## src/rtl/cache_tester.sv

```systemverilog
// -----------------------------------------------------------------------------
// cache_tester
//
// Self-checking traffic generator for the CPU-side port of the cache. A start
// pulse writes a deterministic pattern over a window of 2^WORD_COUNT_BITWIDTH
// words, reads the window back and compares every word. Status outputs are
// registered and steady enough to drive board LEDs.
//
// Pattern: P(a) = a ^ SEED ^ {a[15:0], a[31:16]}, a = byte address.
//
// Optional feature macro: CACHE_TESTER_BYTE_WRITE_EN
//   When defined, a byte pass follows the word pass. Each word is rewritten
//   one lane at a time (strobes 0001, 0010, 0100, 1000) with ~P(a), then the
//   window is read back expecting ~P(a).
//
// Ports:
//   clk            in   cache clock (PSRAM controller clk_out domain)
//   rst_n          in   asynchronous active-low reset
//   start          in   one-cycle pulse, accepted only in IDLE/DONE/FAIL
//   address        out  cache byte address
//   data_in        out  cache write data
//   write_enable   out  byte-lane write strobes, 0 = read
//   data_out       in   cache read data
//   data_out_ready in   data_out valid for the current address
//   busy           in   cache stalled on miss/eviction, hold request
//   running        out  test in progress
//   done           out  test finished without mismatch
//   fail           out  mismatch detected
//   fail_address   out  address of the first mismatch
//   fail_data      out  data_out captured at the first mismatch
// -----------------------------------------------------------------------------
module cache_tester #(
    parameter logic [31:0] START_ADDRESS       = 32'h0000_0000,
    parameter int          WORD_COUNT_BITWIDTH = 10,
    parameter logic [31:0] SEED                = 32'hA5A5_0000
) (
    input  logic        clk,
    input  logic        rst_n,
    input  logic        start,
    output logic [31:0] address,
    output logic [31:0] data_in,
    output logic [3:0]  write_enable,
    input  logic [31:0] data_out,
    input  logic        data_out_ready,
    input  logic        busy,
    output logic        running,
    output logic        done,
    output logic        fail,
    output logic [31:0] fail_address,
    output logic [31:0] fail_data
);

    typedef enum logic [3:0] {
        S_IDLE,
        S_WR_ISSUE,
        S_WR_WAIT,
        S_RD_ISSUE,
        S_RD_WAIT,
        S_DONE,
        S_FAIL
`ifdef CACHE_TESTER_BYTE_WRITE_EN
        ,
        S_BW_ISSUE,
        S_BW_WAIT,
        S_BR_ISSUE,
        S_BR_WAIT
`endif
    } state_t;

    function automatic logic [31:0] pattern(input logic [31:0] a);
        return a ^ SEED ^ {a[15:0], a[31:16]};
    endfunction

    state_t                         r_state;
    logic [WORD_COUNT_BITWIDTH-1:0] r_idx;
    // Set on entry to a WAIT state so that every WAIT lasts at least two
    // cycles; this also discards a data_out_ready left over from the
    // previous address.
    logic                           r_first;
    logic [31:0]                    r_address;
    logic [31:0]                    r_data_in;
    logic [3:0]                     r_we;
    logic                           r_running;
    logic                           r_done;
    logic                           r_fail;
    logic [31:0]                    r_fail_address;
    logic [31:0]                    r_fail_data;
`ifdef CACHE_TESTER_BYTE_WRITE_EN
    logic [1:0]                     r_lane;
`endif

    logic [WORD_COUNT_BITWIDTH-1:0] w_next_idx;
    logic [31:0]                    w_next_addr;
    logic [31:0]                    w_pattern;
    logic [31:0]                    w_next_pattern;
    logic                           w_last;
    logic                           w_wait_done;
    logic                           w_read_valid;

    // Index wraps modulo the window, so the address after the last word is
    // START_ADDRESS again and the next pass begins without extra muxing.
    assign w_next_idx     = r_idx + WORD_COUNT_BITWIDTH'(1);
    assign w_next_addr    = START_ADDRESS + (32'(w_next_idx) << 2);
    assign w_pattern      = pattern(r_address);
    assign w_next_pattern = pattern(w_next_addr);
    assign w_last         = (r_idx == '1);
    assign w_wait_done    = !r_first && !busy;
    assign w_read_valid   = !r_first && !busy && data_out_ready;

    assign address      = r_address;
    assign data_in      = r_data_in;
    assign write_enable = r_we;
    assign running      = r_running;
    assign done         = r_done;
    assign fail         = r_fail;
    assign fail_address = r_fail_address;
    assign fail_data    = r_fail_data;

    // Outputs are loaded on the edge that enters each ISSUE state, so the
    // request is visible for the whole ISSUE cycle and held through WAIT.
    always_ff @(posedge clk or negedge rst_n) begin
        if (!rst_n) begin
            r_state        <= S_IDLE;
            r_idx          <= '0;
            r_first        <= 1'b0;
            r_address      <= START_ADDRESS;
            r_data_in      <= '0;
            r_we           <= '0;
            r_running      <= 1'b0;
            r_done         <= 1'b0;
            r_fail         <= 1'b0;
            r_fail_address <= '0;
            r_fail_data    <= '0;
`ifdef CACHE_TESTER_BYTE_WRITE_EN
            r_lane         <= '0;
`endif
        end else begin
            // NOTE: non-blocking assignments here, so every branch below reads
            // the pre-edge register values regardless of statement order.
            case (r_state)
                S_IDLE, S_DONE, S_FAIL: begin
                    if (start) begin
                        r_idx          <= '0;
                        r_address      <= START_ADDRESS;
                        r_data_in      <= pattern(START_ADDRESS);
                        r_we           <= 4'b1111;
                        r_running      <= 1'b1;
                        r_done         <= 1'b0;
                        r_fail         <= 1'b0;
                        r_fail_address <= '0;
                        r_fail_data    <= '0;
                        r_state        <= S_WR_ISSUE;
                    end
                end

                S_WR_ISSUE: begin
                    r_we    <= 4'b0000;
                    r_first <= 1'b1;
                    r_state <= S_WR_WAIT;
                end

                S_WR_WAIT: begin
                    r_first <= 1'b0;
                    if (w_wait_done) begin
                        r_idx     <= w_next_idx;
                        r_address <= w_next_addr;
                        if (w_last) begin
                            r_state <= S_RD_ISSUE;
                        end else begin
                            r_data_in <= w_next_pattern;
                            r_we      <= 4'b1111;
                            r_state   <= S_WR_ISSUE;
                        end
                    end
                end

                S_RD_ISSUE: begin
                    r_first <= 1'b1;
                    r_state <= S_RD_WAIT;
                end

                S_RD_WAIT: begin
                    r_first <= 1'b0;
                    if (w_read_valid) begin
                        if (data_out != w_pattern) begin
                            r_fail_address <= r_address;
                            r_fail_data    <= data_out;
                            r_fail         <= 1'b1;
                            r_running      <= 1'b0;
                            r_state        <= S_FAIL;
                        end else if (!w_last) begin
                            r_idx     <= w_next_idx;
                            r_address <= w_next_addr;
                            r_state   <= S_RD_ISSUE;
                        end else begin
`ifdef CACHE_TESTER_BYTE_WRITE_EN
                            r_idx     <= w_next_idx;
                            r_address <= w_next_addr;
                            r_data_in <= ~w_next_pattern;
                            r_we      <= 4'b0001;
                            r_lane    <= 2'd0;
                            r_state   <= S_BW_ISSUE;
`else
                            r_running <= 1'b0;
                            r_done    <= 1'b1;
                            r_state   <= S_DONE;
`endif
                        end
                    end
                end

`ifdef CACHE_TESTER_BYTE_WRITE_EN
                S_BW_ISSUE: begin
                    r_we    <= 4'b0000;
                    r_first <= 1'b1;
                    r_state <= S_BW_WAIT;
                end

                S_BW_WAIT: begin
                    r_first <= 1'b0;
                    if (w_wait_done) begin
                        if (r_lane != 2'd3) begin
                            // Same word, next lane: address and data stay put.
                            r_lane  <= r_lane + 2'd1;
                            r_we    <= 4'b0001 << (r_lane + 2'd1);
                            r_state <= S_BW_ISSUE;
                        end else begin
                            r_lane    <= 2'd0;
                            r_idx     <= w_next_idx;
                            r_address <= w_next_addr;
                            if (w_last) begin
                                r_state <= S_BR_ISSUE;
                            end else begin
                                r_data_in <= ~w_next_pattern;
                                r_we      <= 4'b0001;
                                r_state   <= S_BW_ISSUE;
                            end
                        end
                    end
                end

                S_BR_ISSUE: begin
                    r_first <= 1'b1;
                    r_state <= S_BR_WAIT;
                end

                S_BR_WAIT: begin
                    r_first <= 1'b0;
                    if (w_read_valid) begin
                        if (data_out != ~w_pattern) begin
                            r_fail_address <= r_address;
                            r_fail_data    <= data_out;
                            r_fail         <= 1'b1;
                            r_running      <= 1'b0;
                            r_state        <= S_FAIL;
                        end else if (!w_last) begin
                            r_idx     <= w_next_idx;
                            r_address <= w_next_addr;
                            r_state   <= S_BR_ISSUE;
                        end else begin
                            r_running <= 1'b0;
                            r_done    <= 1'b1;
                            r_state   <= S_DONE;
                        end
                    end
                end
`endif

                default: r_state <= S_IDLE;
            endcase
        end
    end

endmodule

```

## config.mk

```make
export PLATFORM = sky130hd
export DESIGN_NAME = cache_tester
export DESIGN_NICKNAME = d
export VERILOG_FILES = /design/src/rtl/cache_tester.sv
export SDC_FILE = /design/constraint.sdc
export NUM_CORES = 1
export LEC_CHECK = 0
export ABC_CLOCK_PERIOD_IN_PS = 2200
export CORE_ASPECT_RATIO = 0.8
export CORE_MARGIN = 5
export CORE_UTILIZATION = 43
export DETAILED_ROUTE_END_ITERATION = 10
export PLACE_DENSITY_LB_ADDON = 0.15
export RECOVER_POWER = 25
export SYNTH_ARGS = -nofsm -noshare
export SYNTH_HDL_FRONTEND = slang
export SYNTH_SLANG_ARGS = --single-unit
```

## constraint.sdc

```tcl
create_clock -name clk -period 2.2 [get_ports clk]
set_input_delay 0.22 -clock clk [delete_from_list [all_inputs] [get_ports clk]]
set_output_delay 0.22 -clock clk [all_outputs]
set_load 0.02 [all_outputs]
```

---- Yosys cells after proc, flatten, opt, wreduce, memory -nomap -nowiden ----
Index checks and enable logic that the tools add are counted.
word-level totals
  register bits ........................... 150
  latch bits .............................. 0
  RAM bits ................................ 0
  bits in read-only memories .............. 0
  bits of input ports ..................... 37
  output and inout bits ................... 135
  word-level logic and storage cells ...... 99
  memories kept ........................... 0
operators by class
  add/subtract/negate cells ............... 1
  multiply operators ...................... 0
  div/mod/pow operators ................... 0
  order comparisons ....................... 0
  equality and inequality tests ........... 17
  shifts and indexed selects .............. 0
  multiplexer cells ....................... 47
  bitwise logic cells ..................... 3
  reduce and logical (&&, ||, !) cells .... 20
operator list
  operator               count
  $mux 32                12
  $pmux 32 s2            3
  $pmux 32 s3            1
  $mux 10                5
  $ne 32x32->1           1
  $xor 32x28->32         1
  $xor 32x32->32         1
  $pmux 10 s3            1
  $mux 4                 6
  $pmux 4 s5             1
  $ne 2x2->1 const B     8
  $reduce_and 4->1       4
  $eq 4x3->1 const B     3
  $pmux 4 s3             1
  $add 10x1->10 const B  1
  $eq 10x10->1 const B   1
  $mux 1                 10
  $eq 4x2->1 const B     2
  $not 8->8              1
  $pmux 1 s2             4
  $mux 3                 2
  $reduce_and 6->1       1
  $reduce_bool 2->1      3
  $reduce_bool 3->1      2
  10 further kinds       13

---- Depth between registers and ports, before layout ----
Gate-level depths: netlist of run 1.
  word-level depth ........................ 6
  mapped depth ............................ 8
  gate-level depth less buffers ........... 7

---- Worst setup path after synthesis of run 1 ----
OpenSTA, ideal clock, no wires.
  path kind ............................... reg-to-reg
  from .................................... reg r_idx[1]
  to ...................................... reg r_idx[7]
  library setup time ...................... 132 ps
  arrival ................................. 1972 ps
  required time ........................... 2068 ps
  slack ................................... 96 ps
  stages on the path, launching flop included .. 8
  buffers on the path ..................... 0
  period minus slack after synthesis ...... 2104 ps
  cells stage by stage .................... dfrtp_1 -> ha_1 -> nand4_1 -> o31ai_1 -> a211oi_2 -> and3_1 -> o31ai_1 -> o31ai_1
on the way
  word-level cells in the longest chain between the ends .. 5
  elaborated cells on any way between the ends .. 9
  classes of those cells .................. add/sub: 1; eq/ne: 2; mux: 5; reduce/logical: 1
ends and longest elaborated chain
  item                    line  text
  from (decl)             75    logic [WORD_COUNT_BITWIDTH-1:0] r_idx;
  from (signal assigned)  165   r_idx <= w_next_idx;
  from (signal assigned)  192   r_idx <= w_next_idx;
  $add 10x1->10           102   assign w_next_idx = r_idx + WORD_COUNT_BITWIDTH'(1);
  $mux 10                 191   end else if (!w_last) begin
  $mux 10                 185   if (data_out != w_pattern) begin
  $mux 10                 184   if (w_read_valid) begin
  $pmux 10 s3             140   case (r_state)
Parallel ways exist; a longest one is shown, timed or not. The select of a mux whose other input is x is not followed.
A chain may end at the register's enable or synchronous reset.

==> impl_metrics.yaml, run 1 <==
run_status:
  status: "completed"
setup_path:
  cpPeakStageDelay_ns: 0.49
  critical_path_arrival_ns: 2.33
  slowest_stage: "nor2_4"
  cp_cell_sequence: "and3_1, o22ai_1, nor4_4, a21o_4, nor2_4, a22o_1"
  end_kind: "flop"
  crit_path_start_kind: "flop"
  crit_fanout: 22
  critical_path_class: "flop to flop"
  rr_endpoint: "fail_data[25]"
  cp.required_ns: 2.46
  r2r_slack_ns: 0.13
  rr_worst_depth: 6
  worstReg2RegStart: "r_idx[4]"
floorplanning:
  dieArea_um2: 11700
  die_x_um: 120
  ios: 172
  row_count: 32
  coreArea_um2: 9530
  start_util_pct: 43.6
  fp.dieH_um: 97.9
cells_and_area:
  layout_commonest_cell: "clkdlybuf4s50_1"
  diodes: 0
  final_nets: 600
  stdcell_area_um2: 5820
  final_cells: 685
  layout-drive-gt1-share_pct: 15.7
  final_cell_mix: "clkdlybuf4s50_1, dfrtp_1, buf_4, conb_1, a22o_1"
  fin_util_pct: 61.1
  syn_to_final_growth_pct: 40.1
yosys:
  synth-seq-cells: 76
  yosysSeqAreaShare_pct: 45.8
  synth_edf_count: 0
  synth_area_um2: 4160
  synth_ff_type: "dfrtp_1"
  synth-async-reset-ratio_pct: 100
  syn_inst: 404
  yosys_warnings: 0
  postSynthAreaPerCell_um2: 10.3
  synth_cell_types: 58
sta:
  timing.final.crit_share_pct: 94.1
  tightest_slew_ns: 0.998
  holdWs_ns: 0.479
  min_period_ns: 2.07
  fin_tns_setup_ns: 0
  grt_setup_unrepaired: "yes"
  timing.slew.headroom_pct: 33.5
  fmax_ghz: 0.483
  setup_viol: 0
  slew_violations: 0
  finalHoldViolCount: 0
  clock-skew-final_ns: 0.00937
  timing.final.ws_setup_ns: 0.130
clock_tree:
  path_clk_slew_ns: 0.06
  cts_buffers: 9
  clk_latency_ns: 0.33
  cts-root-buf: "clkbuf_16"
  cts.sinks: 76
  cts_tree: "yes"
  cts.htree.levels: 3
  clockBufferDepth: 2
global_routing:
  antenna_found_initial: 0
  first_global_vias: 3416
  grt_remaining_overflow: 0
  track_usage_pct: 19.6
  grt_max_degree: 41
  grt_pass1_wl_um: 18600
route:
  wl_per_cell_um: 16.9
  drt-initial-drc-count: 326
  viasPerCell: 5.11
  drc: 0
  ant_nets: 0
  vias: 3497
  firstDrtPassIters: 4
  wl_um: 11600
place:
  placedCellCount: 666
  hpwl_um: 8770
  io_buffers: 118
  placed_cell_area_um2: 5490
  globalplace.congestion: 0.882
  dpl_worst_slack_ns: -0.411
power_and_ir_drop:
  p_total_mw: 6.08
  leakage_nw: 2.68
  p_per_area_nw_per_um2: 1040
  ir_worst_vdd_mv: 0.531
job:
  cap_violations: 0
min_path:
  min_to: "data_in[10]"
  hp-class: "flop to flop"
  worstHoldStart: "data_in[10]"
  holdPathStages: 1
==> worst max-delay path: cells and delay by family (launching register included) <==
kind / cells / cell delay (ns)
AO/OA/AOI/OAI: 3 / 0.77
AND/OR/NAND/NOR: 3 / 0.77
flip-flops: 1 / 0.45
==> final cells by class <==
class / count / area (um^2)
Sequential cell: 76 / 1900
Clock buffer: 10 / 229
Multi-Input combinational cell: 286 / 1800
Clock inverter: 5 / 61.3
Tap cell: 119 / 149
Fill cell: 831 / 3700
Inverter: 10 / 37.5
Timing Repair Buffer: 179 / 1640
==> flip-flops by register name, summed over array words and instances (netlist names) <==
| register | flops |
|---|---|
| fail_data | 32 |
| data_in | 16 |
| fail_address | 10 |
| r_idx | 10 |
| r_state | 3 |
| done | 1 |
| fail | 1 |
| r_first | 1 |
| running | 1 |
| write_enable | 1 |
==> power by group <==
group          total (mW)  switching (mW)  internal, mW
registers            1.79           0.164          1.62
logic                2.83            1.59          1.24
clock network        1.46           0.581         0.878
==> timing repair <==
| item | in CTS | in global routing |
|---|---|---|
| gates cloned | 1 | 0 |
| endpoints found under the hold margin | 38 | 0 |
| pin swaps | 1 | 2 |
| gates resized for setup | 1 | 3 |
| hold buffers | 1 | 0 |
| buffers inserted | 0 | 2 |
| setup endpoints to repair | 44 | 47 |
==> synthesized netlist by cell type (all sizes together) (2+ instances only) <==
master	number	area share, %
o22ai	9	1.4
and3	9	1.4
a21o	9	1.8
buf	82	15
nor3b	5	1.0
xor2	5	1.1
and3b	3	0.63
nor2	17	1.7
o211ai	3	0.54
o31ai	5	0.90
dfrtp	76	46
nor3	10	1.2
o21ai	18	2.4
a21oi	17	2.0
nor2b	4	0.60
nand2	23	2.3
clkbuf	3	0.27
nor4	2	0.66
nand2b	5	0.75
a22o	42	8.9
o2bb2ai	4	0.84
xnor2	5	1.1
inv	9	0.81
nand3	13	1.7
a211oi	4	0.84
==> logic make-up after synthesis <==
family                     after synthesis  share of synthesized area [%]
other                                    1                         0.0902
buffers and inverters                   95                           16.2
adders and majority gates                1                          0.301
and+or+nand+nor                         97                           13.0
xor gates and xnor gates                10                           2.11
AOI/OAI and AO/OA                      124                           22.6
DFF                                     76                           45.8
==> worst max path at each step <==
| stage | cells past startpoint | start | end | slack [ns] |
|---|---|---|---|---|
| finish | 6 | r_idx[4] | fail_data[25] | 0.13 |
| CTS | 8 | r_idx[1] | r_idx[7] | 0.07 |
| detailed placement | 7 | data_out[6] | fail_data[25] | -0.41 |
| global placement | 7 | data_out[24] | running | -0.42 |
| floorplan | 7 | r_idx[1] | r_idx[7] | 0.1 |
| global route | 8 | data_out[31] | fail_data[5] | -0.02 |
==> per-layer routing <==
layer | GRT usage [%] | vias to the layer above | share of wire, %
met2 | 29.6 | 135 | 45
met1 | 28.9 | 1680 | 48
li1 | - | 1669 | -
met3 | 3.65 | 13 | 6.1
met4 | 5.37 | 0 | 1.2
met5 | 0 | - | 0
Power figures use the tool's default switching activity.
==> inputs of run 2 (changes only) <==
--- a/config.mk
+++ b/config.mk
@@ -5,7 +5,6 @@
 export SDC_FILE = /design/constraint.sdc
 export NUM_CORES = 1
 export LEC_CHECK = 0
-export ABC_CLOCK_PERIOD_IN_PS = 2200
 export CORE_ASPECT_RATIO = 0.8
 export CORE_MARGIN = 5
 export CORE_UTILIZATION = 43
==> results of run 2 <==
No change in the layout: final DEF, timing and power equal those of run 1.
